[src/rtl/pixel_readout_pkg.sv]
// Shared types and default geometry for the pixel readout path.
// The sensor top uses the same constants so both sides agree on bus layout.
package pixel_readout_pkg;

    localparam int DEF_NUM_PIXELS = 4;
    localparam int DEF_PIXEL_W    = 8;
    localparam int DEF_CNT_W      = 16;

    typedef enum logic [0:0] {
        IDLE   = 1'b0,
        STREAM = 1'b1
    } state_t;

endpackage

[src/rtl/pixel_frame_buffer.sv]
// Shadow and output frame registers for the readout stage.
// The shadow tracks the bus during read; the output buffer only changes on load.
module pixel_frame_buffer
    import pixel_readout_pkg::*;
#(
    parameter int NUM_PIXELS = DEF_NUM_PIXELS,
    parameter int PIXEL_W    = DEF_PIXEL_W,
    parameter int IDX_W      = $clog2(DEF_NUM_PIXELS)
) (
    input  logic                          clk,
    input  logic                          reset,
    input  logic                          capture,
    input  logic                          load,
    input  logic [NUM_PIXELS*PIXEL_W-1:0] data_in,
    input  logic [IDX_W-1:0]              index_next,
    output logic [PIXEL_W-1:0]            pixel
);

    localparam int BUS_W = NUM_PIXELS * PIXEL_W;

    logic [BUS_W-1:0]   shadow_r;
    logic [BUS_W-1:0]   outbuf_r;
    logic [BUS_W-1:0]   outbuf_next_s;
    logic [PIXEL_W-1:0] pixel_r;

    // Next output-buffer contents: swap in the shadow only on an accepted frame.
    always_comb begin
        outbuf_next_s = outbuf_r;
        if (load) begin
            outbuf_next_s = shadow_r;
        end else begin
            outbuf_next_s = outbuf_r;
        end
    end

    // Shadow follows the bus while read is high; its last value is what gets committed.
    always_ff @(posedge clk or posedge reset) begin
        if (reset) begin
            shadow_r <= {BUS_W{1'b0}};
        end else if (capture) begin
            shadow_r <= data_in;
        end else begin
            shadow_r <= shadow_r;
        end
    end

    // Output buffer and the registered pixel mux, selected by the upcoming index.
    always_ff @(posedge clk or posedge reset) begin
        if (reset) begin
            outbuf_r <= {BUS_W{1'b0}};
            pixel_r  <= {PIXEL_W{1'b0}};
        end else begin
            outbuf_r <= outbuf_next_s;
            pixel_r  <= outbuf_next_s[index_next*PIXEL_W +: PIXEL_W];
        end
    end

    assign pixel = pixel_r;

endmodule

[src/rtl/pixel_readout_capture.sv]
// Captures one sensor frame per read phase and streams it out over valid/ready.
// A frame arriving while the previous one is still draining is dropped and counted.
module pixel_readout_capture
    import pixel_readout_pkg::*;
#(
    parameter int NUM_PIXELS = DEF_NUM_PIXELS,
    parameter int PIXEL_W    = DEF_PIXEL_W,
    parameter int CNT_W      = DEF_CNT_W
) (
    input  logic                          clk,
    input  logic                          reset,
    input  logic                          read,
    input  logic [NUM_PIXELS*PIXEL_W-1:0] data_in,
    input  logic                          out_ready,
    input  logic                          clear_overrun,
    output logic                          out_valid,
    output logic [PIXEL_W-1:0]            out_pixel,
    output logic [$clog2(NUM_PIXELS)-1:0] out_index,
    output logic                          out_sof,
    output logic                          out_eof,
    output logic                          busy,
    output logic                          overrun,
    output logic [CNT_W-1:0]              frame_count,
    output logic [CNT_W-1:0]              drop_count
);

    localparam int               IDX_W    = $clog2(NUM_PIXELS);
    localparam logic [IDX_W-1:0] LAST_IDX = IDX_W'(NUM_PIXELS - 1);

    state_t             state_r;
    state_t             state_next_s;
    logic               read_q_r;
    logic [IDX_W-1:0]   index_r;
    logic [IDX_W-1:0]   index_next_s;
    logic               commit_s;
    logic               handshake_s;
    logic               load_s;
    logic               drop_s;
    logic               done_s;
    logic               out_valid_r;
    logic               out_sof_r;
    logic               out_eof_r;
    logic               busy_r;
    logic               overrun_r;
    logic [CNT_W-1:0]   frame_count_r;
    logic [CNT_W-1:0]   drop_count_r;

    assign commit_s    = read_q_r & ~read;
    assign handshake_s = out_valid_r & out_ready;

    // Next state, next index and the load/drop/done events for this cycle.
    always_comb begin
        state_next_s = state_r;
        index_next_s = index_r;
        load_s       = 1'b0;
        drop_s       = 1'b0;
        done_s       = 1'b0;
        case (state_r)
            IDLE: begin
                if (commit_s) begin
                    load_s       = 1'b1;
                    index_next_s = {IDX_W{1'b0}};
                    state_next_s = STREAM;
                end else begin
                    index_next_s = {IDX_W{1'b0}};
                end
            end
            STREAM: begin
                if (handshake_s && (index_r == LAST_IDX)) begin
                    // Last pixel leaves this cycle, so a new frame can go straight in.
                    done_s       = 1'b1;
                    index_next_s = {IDX_W{1'b0}};
                    if (commit_s) begin
                        load_s       = 1'b1;
                        state_next_s = STREAM;
                    end else begin
                        state_next_s = IDLE;
                    end
                end else if (handshake_s) begin
                    index_next_s = index_r + IDX_W'(1);
                    drop_s       = commit_s;
                end else begin
                    drop_s       = commit_s;
                end
            end
            default: begin
                state_next_s = IDLE;
                index_next_s = {IDX_W{1'b0}};
            end
        endcase
    end

    // FSM state, read edge detector and the registered stream markers.
    always_ff @(posedge clk or posedge reset) begin
        if (reset) begin
            state_r     <= IDLE;
            read_q_r    <= 1'b0;
            index_r     <= {IDX_W{1'b0}};
            out_valid_r <= 1'b0;
            out_sof_r   <= 1'b0;
            out_eof_r   <= 1'b0;
            busy_r      <= 1'b0;
        end else begin
            state_r     <= state_next_s;
            read_q_r    <= read;
            index_r     <= index_next_s;
            out_valid_r <= (state_next_s == STREAM);
            out_sof_r   <= (state_next_s == STREAM) && (index_next_s == {IDX_W{1'b0}});
            out_eof_r   <= (state_next_s == STREAM) && (index_next_s == LAST_IDX);
            busy_r      <= (state_next_s == STREAM);
        end
    end

    // Frame/drop counters and sticky overrun; a drop beats a same-cycle clear.
    always_ff @(posedge clk or posedge reset) begin
        if (reset) begin
            frame_count_r <= {CNT_W{1'b0}};
            drop_count_r  <= {CNT_W{1'b0}};
            overrun_r     <= 1'b0;
        end else begin
            if (done_s) begin
                frame_count_r <= frame_count_r + CNT_W'(1);
            end else begin
                frame_count_r <= frame_count_r;
            end
            if (drop_s && (drop_count_r != {CNT_W{1'b1}})) begin
                drop_count_r <= drop_count_r + CNT_W'(1);
            end else begin
                drop_count_r <= drop_count_r;
            end
            if (drop_s) begin
                overrun_r <= 1'b1;
            end else if (clear_overrun) begin
                overrun_r <= 1'b0;
            end else begin
                overrun_r <= overrun_r;
            end
        end
    end

    pixel_frame_buffer #(
        .NUM_PIXELS (NUM_PIXELS),
        .PIXEL_W    (PIXEL_W),
        .IDX_W      (IDX_W)
    ) u_frame_buffer (
        .clk        (clk),
        .reset      (reset),
        .capture    (read),
        .load       (load_s),
        .data_in    (data_in),
        .index_next (index_next_s),
        .pixel      (out_pixel)
    );

    assign out_valid   = out_valid_r;
    assign out_index   = index_r;
    assign out_sof     = out_sof_r;
    assign out_eof     = out_eof_r;
    assign busy        = busy_r;
    assign overrun     = overrun_r;
    assign frame_count = frame_count_r;
    assign drop_count  = drop_count_r;

endmodule

[config.mk]
export PLATFORM = sky130hd
export DESIGN_NAME = pixel_readout_capture
export DESIGN_NICKNAME = d
export VERILOG_FILES = /design/src/rtl/pixel_readout_pkg.sv /design/src/rtl/pixel_frame_buffer.sv /design/src/rtl/pixel_readout_capture.sv
export SDC_FILE = /design/constraint.sdc
export NUM_CORES = 1
export LEC_CHECK = 0
export CAP_MARGIN = 20
export CORE_MARGIN = 3
export CORE_UTILIZATION = 53
export DETAILED_ROUTE_END_ITERATION = 16
export PLACE_DENSITY = 0.86
export SKIP_CTS_REPAIR_TIMING = 1
export SYNTH_ARGS = -nofsm -noshare
export SYNTH_HDL_FRONTEND = slang
export SYNTH_SLANG_ARGS = --single-unit
export TNS_END_PERCENT = 1
[constraint.sdc]
create_clock -name clk -period 4.3 [get_ports clk]
set_clock_uncertainty 0.2 [all_clocks]
set_input_delay 0.86 -clock clk [delete_from_list [all_inputs] [get_ports clk]]
set_output_delay 0.86 -clock clk [all_outputs]
set_load 0.01 [all_outputs]
==> results of run 1 <==
[flip-flops by register name, indices dropped and copies added (netlist names), 2 cells and up]
| name | flops |
|---|---|
| u_frame_buffer.outbuf_r | 32 |
| u_frame_buffer.shadow_r | 32 |
| drop_count | 16 |
| frame_count | 16 |
| u_frame_buffer.pixel | 8 |
| out_index | 2 |
[area by class of cell]
type / count / area, um^2 / area share
timing repair buffer: 89 / 888.4 / 0.1460
multi-input combinational: 290 / 2046 / 0.3362
clock inverter: 5 / 66.31 / 0.01090
inverter: 11 / 43.79 / 0.007197
sequential: 111 / 2778 / 0.4565
tap: 108 / 135.1 / 0.02221
clock buffer: 10 / 127.6 / 0.02097
[worst min path at each step]
stage          cells after the start  slack, ps                        start                           to
2_1_floorplan                      1        270  u_frame_buffer.shadow_r[20]  u_frame_buffer.shadow_r[20]
3_3_place_gp                       1        260              frame_count[15]              frame_count[15]
3_5_place_dp                       1        260              frame_count[15]              frame_count[15]
4_1_cts                            1        270              frame_count[15]              frame_count[15]
5_1_grt                            1        280              frame_count[15]              frame_count[15]
6_report                           1        270              frame_count[15]              frame_count[15]
[logic make-up (layout without fill, tap and decap cells)]
| kind of cell | after synthesis | in the layout |
|---|---|---|
| adder cells (fa/ha/maj) | 3 | 3 |
| flip-flops | 111 | 111 |
| buffers and inverters | 34 | 115 |
| AO/OA/AOI/OAI | 79 | 79 |
| AND/OR/NAND/NOR | 143 | 143 |
| XOR/XNOR | 29 | 29 |
| multiplexers | 36 | 36 |
[critical path: cells and delay by family]
family	cells	cell delay [ps]
buffers and inverters	1	600
AOI/OAI and AO/OA	2	790
and+or+nand+nor	2	690
[where the power goes]
group          total (mW)  switching (mW)  internal (mW)  leakage (nW)
combinational        1.08           0.535          0.543          1.35
clock               0.622           0.348          0.274        0.0949
sequential           1.50           0.170           1.33          1.36
[routing by layer]
layer	routed length (um)	global-route usage	vias up
li1	-	-	1692
met1	4558	0.2779	1757
met2	5088	0.3406	91
met3	418	0.03857	18
met4	247	0.07669	0
met5	0	0	-
[metrics by stage]
stage                     instances  hold WS, ps
after floorplan                 435        272.0
after global placement          609        255.8
after detailed placement        609        259.8
after CTS                       624        274.9
after global routing            624        281.3
final                           624        267.8
[placed cells by master, fill, tap and decap left out, types with 3 or more instances in the layout]
master and instances:
nand2_1 16, a21boi_0 25, o21ai_0 33, ha_1 3
clkbuf_8 9, mux2_2 34, a21oi_1 6, nand3_1 19
buf_4 5, dfrtp_1 111, xnor2_1 9, nor2_1 10
inv_1 10, clkdlybuf4s50_1 83, nand2b_1 3, nor4_1 4
and3_1 26, xor2_1 20, or2_2 25, nor3_1 10
nand4_1 14, o2bb2ai_1 8
==> impl_metrics.env, run 1 <==
export IMPL_final_net_count=552
export IMPL_cp_endpoint="u_frame_buffer.pixel[6]"
export IMPL_remaining_drc_errors=0
export IMPL_synth_top_family_by_area="simple AND/OR/NAND/NOR gates"
export IMPL_worstPathMaxFanout=14
export IMPL_antenna_found_initial=0
export IMPL_cap_violations=0
export IMPL_clk_pin_slew_ps=100
export IMPL_yosysMostFrequentCell="dfrtp_1"
export IMPL_diodes=0
export IMPL_drt_vias_per_instance=5.702
export IMPL_critPathRequiredTime_ps=4390
export IMPL_drv_slew=0
export IMPL_rows=34
export IMPL_synth_area_leader_cell="dfrtp_1"
export IMPL_pin_count=84
export IMPL_area_growth_pct=22.59
export IMPL_p_leak_nw=2.807
export IMPL_grt_usage=0.2078
export IMPL_worstRegToRegCells=5
export IMPL_grt_overflow=0
export IMPL_async_reset_ff_frac=1.000
export IMPL_synth_seq_cells=111
export IMPL_die_width_um=102.8
export IMPL_synth_area_mm2=0.004964
export IMPL_clock_latency_ps=370
export IMPL_start_util=0.5583
export IMPL_startpoint="out_ready"
export IMPL_power_density_mw_per_mm2=525.7
export IMPL_gp_congestion=0.8148
export IMPL_yosysUniqueCellTypes=42
export IMPL_grt_max_degree=67
export IMPL_setup_worst_path_start_class="input port"
export IMPL_h_tree_depth=3
export IMPL_place_hpwl_mm=7.274
export IMPL_die_h_um=102.8
export IMPL_ys_flop_type="dfrtp_1"
export IMPL_synth_compound_area_frac=0.1046
export IMPL_critical_path_max_stage_delay_ps=600
export IMPL_tns_ps=0
export IMPL_grt_pass1_vias=3496
export IMPL_io_buffers=83
export IMPL_synth_fa_ha_area_frac=0.007562
export IMPL_critical_path_slowest_cell="clkdlybuf4s50_1"
export IMPL_cp_end_kind="flip-flop"
export IMPL_muxShareOfSynthArea=0.08117
export IMPL_crit_chain="clkdlybuf4s50_1 -> or3b_2 -> a21oi_1 -> o21ai_0 -> nand4_1"
export IMPL_root_buffer="clkbuf_8"
export IMPL_pre_cts_ws_ps=1123
export IMPL_period_share=0.6608
export IMPL_slew_headroom=0.4151
export IMPL_rrSetupSlack_ps=1740
export IMPL_p_total_mw=3.199
export IMPL_report_final_hold_viol_count=0
export IMPL_synth_edff_count=0
export IMPL_cts_sinks=111
export IMPL_clockBufferDepth=2
export IMPL_synthTopCellsByArea="dfrtp_1, mux2_2, a21boi_0"
export IMPL_worstMarginPinSlew_ps=873.2
export IMPL_dr_pass1_iters=4
export IMPL_fillers=684
export IMPL_hp_class="reg2reg"
export IMPL_yosys_top_cells_count="dfrtp_1, mux2_2, o21ai_0"
export IMPL_r2r_start="out_index[0]"
export IMPL_drtIter0Drc=170
export IMPL_tritoncts="done"
export IMPL_grt_pass1_wl_mm=17.09
export IMPL_syn_nets=475
export IMPL_ir_drop_mv=0.2580
export IMPL_yosys_area_share_simple=0.1671
export IMPL_cts_buffers=9
export IMPL_drive_above_1_share=0.1686
export IMPL_num_vias=3558
export IMPL_core_mm2=0.008891
export IMPL_syn_instance_count=435
export IMPL_syn_area_per_cell_um2=11.41
export IMPL_ant_nets=0
export IMPL_crit_arrival_ps=2940
export IMPL_final_cell_area_mm2=0.006085
export IMPL_post_dp_cell_area_mm2=0.005891
export IMPL_max_freq_ghz=0.3520
export IMPL_finalCriticalPeriod_ps=2841
export IMPL_layout_setup_ws_ps=1459
export IMPL_wl_per_cell_um=16.53
export IMPL_setup_viol=0
export IMPL_critical_path_class="in2reg"
export IMPL_drt_wl_total_mm=10.31
export IMPL_synth_warning_count=0
export IMPL_rsz0062_at_grt="false"
export IMPL_outcome="finished, final reports clean"
export IMPL_reg2reg_to="u_frame_buffer.pixel[4]"
export IMPL_synth_xor_area_share=0.05117
export IMPL_synth_top_area_share=0.5596
export IMPL_die_area_mm2=0.01056
export IMPL_seq_area_frac_synth=0.5596
export IMPL_finish_utilization=0.6844
(Power assumes the default switching activity.)
==> run 2: changes to the inputs <==
Settings changed: CORE_UTILIZATION 53 to 48, PLACE_DENSITY 0.86 to 0.82.
Clock period 4.3 ns to 2.55 ns, I/O delays scaled along.
==> impl_metrics.env, run 2 (same netlist as run 1, synthesis figures left out) <==
export IMPL_reg2reg_to="drop_count[1]"
export IMPL_path_delay_family="compound AO/OA/AOI/OAI gates"
export IMPL_cts_sinks=111
export IMPL_worstPathMaxFanout=8
export IMPL_clk_pin_slew_ps=110
export IMPL_crit_chain="ha_1 -> a21boi_0 -> nand2_1 -> a21oi_1 -> mux2_2"
export IMPL_p_leak_nw=2.874
export IMPL_tritoncts="done"
export IMPL_grt_pass1_wl_mm=16.82
export IMPL_area_growth_pct=25.81
export IMPL_setup_viol=0
export IMPL_grt_max_degree=112
export IMPL_final_common_cell="dfrtp_1"
export IMPL_core_mm2=0.009910
export IMPL_grt_pass1_vias=3604
export IMPL_drv_slew=0
export IMPL_pin_count=84
export IMPL_tns_ps=0
export IMPL_drtIter0Drc=170
export IMPL_worstRegToRegCells=5
export IMPL_hold_path_startpoint="frame_count[15]"
export IMPL_hp_class="reg2reg"
export IMPL_pre_cts_ws_ps=57.55
export IMPL_layout_setup_ws_ps=207.7
export IMPL_power_density_mw_per_mm2=888.3
export IMPL_cts_buffers=9
export IMPL_diodes=0
export IMPL_reg_top3="u_frame_buffer.outbuf_r: 32 flops, u_frame_buffer.shadow_r: 32 flops"
export IMPL_crit_arrival_ps=2410
export IMPL_final_cell_mix="dfrtp_1, clkdlybuf4s50_1, mux2_2"
export IMPL_die_h_um=107.7
export IMPL_grt_overflow=0
export IMPL_place_hpwl_mm=6.977
export IMPL_finalCriticalPeriod_ps=2342
export IMPL_critical_path_class="reg2reg"
export IMPL_worstMarginPinSlew_ps=574.1
export IMPL_min_path_cells=1
export IMPL_p_total_mw=5.547
export IMPL_wl_per_cell_um=15.57
export IMPL_antenna_found_initial=0
export IMPL_rows=36
export IMPL_h_tree_depth=3
export IMPL_whs_endpoint="frame_count[15]"
export IMPL_gp_congestion=0.8228
export IMPL_num_vias=3560
export IMPL_drive_above_1_share=0.1879
export IMPL_die_width_um=107.7
export IMPL_ir_drop_mv=0.4776
export IMPL_critical_path_slowest_cell="dfrtp_1"
export IMPL_drt_wl_total_mm=10.27
export IMPL_report_final_hold_viol_count=0
export IMPL_remaining_drc_errors=0
export IMPL_outcome="finished, final reports clean"
export IMPL_ant_nets=0
export IMPL_io_buffers=83
export IMPL_cap_violations=0
export IMPL_root_buffer="clkbuf_8"
export IMPL_slew_headroom=0.6172
export IMPL_max_freq_ghz=0.4269
export IMPL_rsz0062_at_grt="false"
export IMPL_critPathRequiredTime_ps=2620
export IMPL_critical_path_max_stage_delay_ps=480
export IMPL_clock_latency_ps=380
export IMPL_cp_end_kind="flip-flop"
export IMPL_r2r_start="out_index[1]"
export IMPL_grt_usage=0.1828
export IMPL_die_area_mm2=0.01160
export IMPL_period_share=0.9186
export IMPL_clockBufferDepth=2
export IMPL_dr_pass1_iters=4
export IMPL_rrSetupSlack_ps=210
export IMPL_final_net_count=562
export IMPL_drt_vias_per_instance=5.394
export IMPL_start_util=0.5009
export IMPL_setup_worst_path_start_class="flip-flop"
export IMPL_critPathBufInv=0
[run 2: cell count changes in the layout (fill, tap and decap cells not counted), sizes merged]
cell    previous run  this run
buf                6        16
clkbuf            10         9
clkinv             1         3
[run 2: how the worst max path moves through the flow]
| stage | from | end | slack, ps | cells after the start |
|---|---|---|---|---|
| floorplan | out_index[1] | drop_count[13] | 420 | 5 |
| global placement | out_ready | frame_count[13] | 110 | 7 |
| detailed placement | out_ready | drop_count[15] | 60 | 5 |
| CTS | out_index[1] | drop_count[15] | 200 | 5 |
| global route | out_index[1] | drop_count[8] | 50 | 6 |
| finish | out_index[1] | drop_count[1] | 210 | 5 |
[run 2: area by class of cell]
class,instances,area [um^2]
repair buffers,99,988.4
inverters,11,45.04
clock inverters,7,97.59
clock buffers,9,123.9
well taps,133,166.4
fillers,782,3665
flip-flops and latches,111,2778
multi-input cells,290,2046
[run 2: worst register-to-register path, stage by stage, from the launching register on]
cell      delay [ps]
dfrtp_1          480
ha_1             310
a21boi_0         410
nand2_1          230
a21oi_1          260
mux2_2           360
[run 2: through the flow]
step                      hold WS (ps)  utilization  cells  instance area, um^2
final                            272.6       0.6302    660                 6245
after floorplan                  272.0            -    435                 4967
after global placement           257.1       0.6078    644                 6023
after CTS                        280.3       0.6302    660                 6245
after detailed placement         265.8       0.6078    644                 6023
after global routing             310.7       0.6302    660                 6245
[run 2: metal layers]
layer,up-vias,wire (um),GRT usage
li1,1707,-,-
met1,1762,4441,0.2325
met2,77,5256,0.3126
met3,14,391,0.03539
met4,0,183,0.06222
met5,-,0,0
[run 2: power breakdown]
group / internal, mW / switching [mW] / leakage [nW] / total, mW
Combinational: 0.994 / 0.939 / 1.40 / 1.93
Sequential: 2.24 / 0.254 / 1.36 / 2.49
Clock: 0.483 / 0.639 / 0.110 / 1.12
==> run 3: changes to the inputs <==
Settings changed: CORE_ASPECT_RATIO from default to 2, CORE_UTILIZATION 48 to 45, PLACE_DENSITY 0.82 to 0.73.
==> impl_metrics.env, run 3 (same netlist as run 1, synthesis figures left out) <==
export IMPL_p_comb_frac=0.333
export IMPL_cap_violations=0
export IMPL_tns_ps=0
export IMPL_tritoncts="done"
export IMPL_grt_overflow=0
export IMPL_cts_buffers=9
export IMPL_core_mm2=0.01061
export IMPL_h_tree_depth=3
export IMPL_rsz0062_at_grt="false"
export IMPL_switching_share=0.3100
export IMPL_crit_arrival_ps=2390
export IMPL_drv_slew=0
export IMPL_slew_headroom=0.6538
export IMPL_io_buffers=83
export IMPL_layout_setup_ws_ps=234.4
export IMPL_drive_above_1_share=0.1921
export IMPL_clkPwrFrac=0.246
export IMPL_drtIter0Drc=141
export IMPL_grt_max_degree=65
export IMPL_hp_class="reg2reg"
export IMPL_start_util=0.4678
export IMPL_die_h_um=154.5
export IMPL_reg_top3="u_frame_buffer.outbuf_r: 32 flops, u_frame_buffer.shadow_r: 32 flops"
export IMPL_setup_viol=0
export IMPL_worstPathMaxFanout=8
export IMPL_rows=53
export IMPL_cts_sinks=111
export IMPL_ant_nets=0
export IMPL_dr_pass1_iters=4
export IMPL_area_growth_pct=28.79
export IMPL_clockBufferDepth=2
export IMPL_period_share=0.9081
export IMPL_final_cell_mix="dfrtp_1, clkdlybuf4s50_1, mux2_2"
export IMPL_root_buffer="clkbuf_16"
export IMPL_ir_drop_mv=0.4734
export IMPL_drt_vias_per_instance=5.343
export IMPL_wl_per_cell_um=16.21
export IMPL_power_density_mw_per_mm2=926.4
export IMPL_outcome="finished, final reports clean"
export IMPL_critPathRequiredTime_ps=2620
export IMPL_grt_usage=0.1854
export IMPL_final_common_cell="dfrtp_1"
export IMPL_antenna_found_initial=0
export IMPL_final_net_count=566
export IMPL_gp_congestion=0.7926
export IMPL_grt_pass1_wl_mm=17.83
export IMPL_max_freq_ghz=0.4319
export IMPL_die_area_mm2=0.01240
export IMPL_worstMarginPinSlew_ps=515.4
export IMPL_pin_count=84
export IMPL_clock_latency_ps=350
export IMPL_place_hpwl_mm=8.005
export IMPL_p_int_mw=4.086
export IMPL_diodes=0
export IMPL_drt_wl_total_mm=10.83
export IMPL_cp_end_kind="flip-flop"
export IMPL_seqPwrFrac=0.421
export IMPL_p_leak_nw=2.945
export IMPL_switching_power_mw=1.836
export IMPL_die_width_um=80.27
export IMPL_critical_path_class="reg2reg"
export IMPL_report_final_hold_viol_count=0
export IMPL_grt_pass1_vias=3678
export IMPL_fillers=934
export IMPL_clk_pin_slew_ps=70
export IMPL_num_vias=3569
export IMPL_setup_worst_path_start_class="flip-flop"
export IMPL_pre_cts_ws_ps=61.07
export IMPL_remaining_drc_errors=0
export IMPL_finalCriticalPeriod_ps=2316
-- run 3: routing by layer --
| layer | GRT usage | up-vias | share of wire | wire (um) |
|---|---|---|---|---|
| met4 | 0.08703 | 0 | 0.027 | 290 |
| met1 | 0.2104 | 1743 | 0.38 | 4168 |
| met3 | 0.02914 | 20 | 0.031 | 339 |
| li1 | - | 1716 | - | - |
| met2 | 0.3311 | 90 | 0.56 | 6029 |
| met5 | 0 | - | 0 | 0 |
-- run 3: final cells by class --
cell class,instances,area [um^2],share of cell area
clock buffer,12,256.5,0.04013
clock inverter,4,52.55,0.008221
inverter,11,45.04,0.007046
multi-input combinational,290,2046,0.3200
sequential,111,2778,0.4345
tap,137,171.4,0.02682
timing repair buffer,103,1044,0.1632
-- run 3: through the flow --
step	hold WS (ps)	util	power, mW	cell area, um^2	cells
after global routing	299.9	0.6025	6.279	6392	668
after CTS	271.4	0.6025	5.978	6392	668
after detailed placement	261.7	0.5733	4.517	6083	652
after global placement	258.0	0.5733	4.424	6083	652
after floorplan	272.0	-	3.624	4967	435
final	267.1	0.6025	5.922	6392	668
-- run 3: power groups by stage --
| stage | Sequential [mW] | Clock, mW | Combinational, mW |
|---|---|---|---|
| after detailed placement | 2.53 | 0 | 1.98 |
| after CTS | 2.50 | 1.48 | 1.99 |
| after global placement | 2.51 | 0 | 1.92 |
| after floorplan | 2.54 | 0 | 1.09 |
| after global routing | 2.54 | 1.56 | 2.17 |
| final | 2.50 | 1.45 | 1.97 |
-- run 3: critical path, cell delays in order (launching register included) --
cell	delay (ps)
dfrtp_1	460
ha_1	300
a21bo_1	260
or4_4	560
nor4_1	260
xor2_1	190
-- run 3: final timing paths --
path	from	to	slack, ps	cells after the start
hold reg to reg	frame_count[15]	frame_count[15]	270	1
min in group asynchronous	reset	drop_count[0]	280	2
max in group asynchronous	reset	u_frame_buffer.pixel[3]	1230	3
setup / recovery	out_index[1]	drop_count[15]	230	5
setup reg to reg	out_index[1]	drop_count[15]	230	5
hold / removal	frame_count[15]	frame_count[15]	270	1
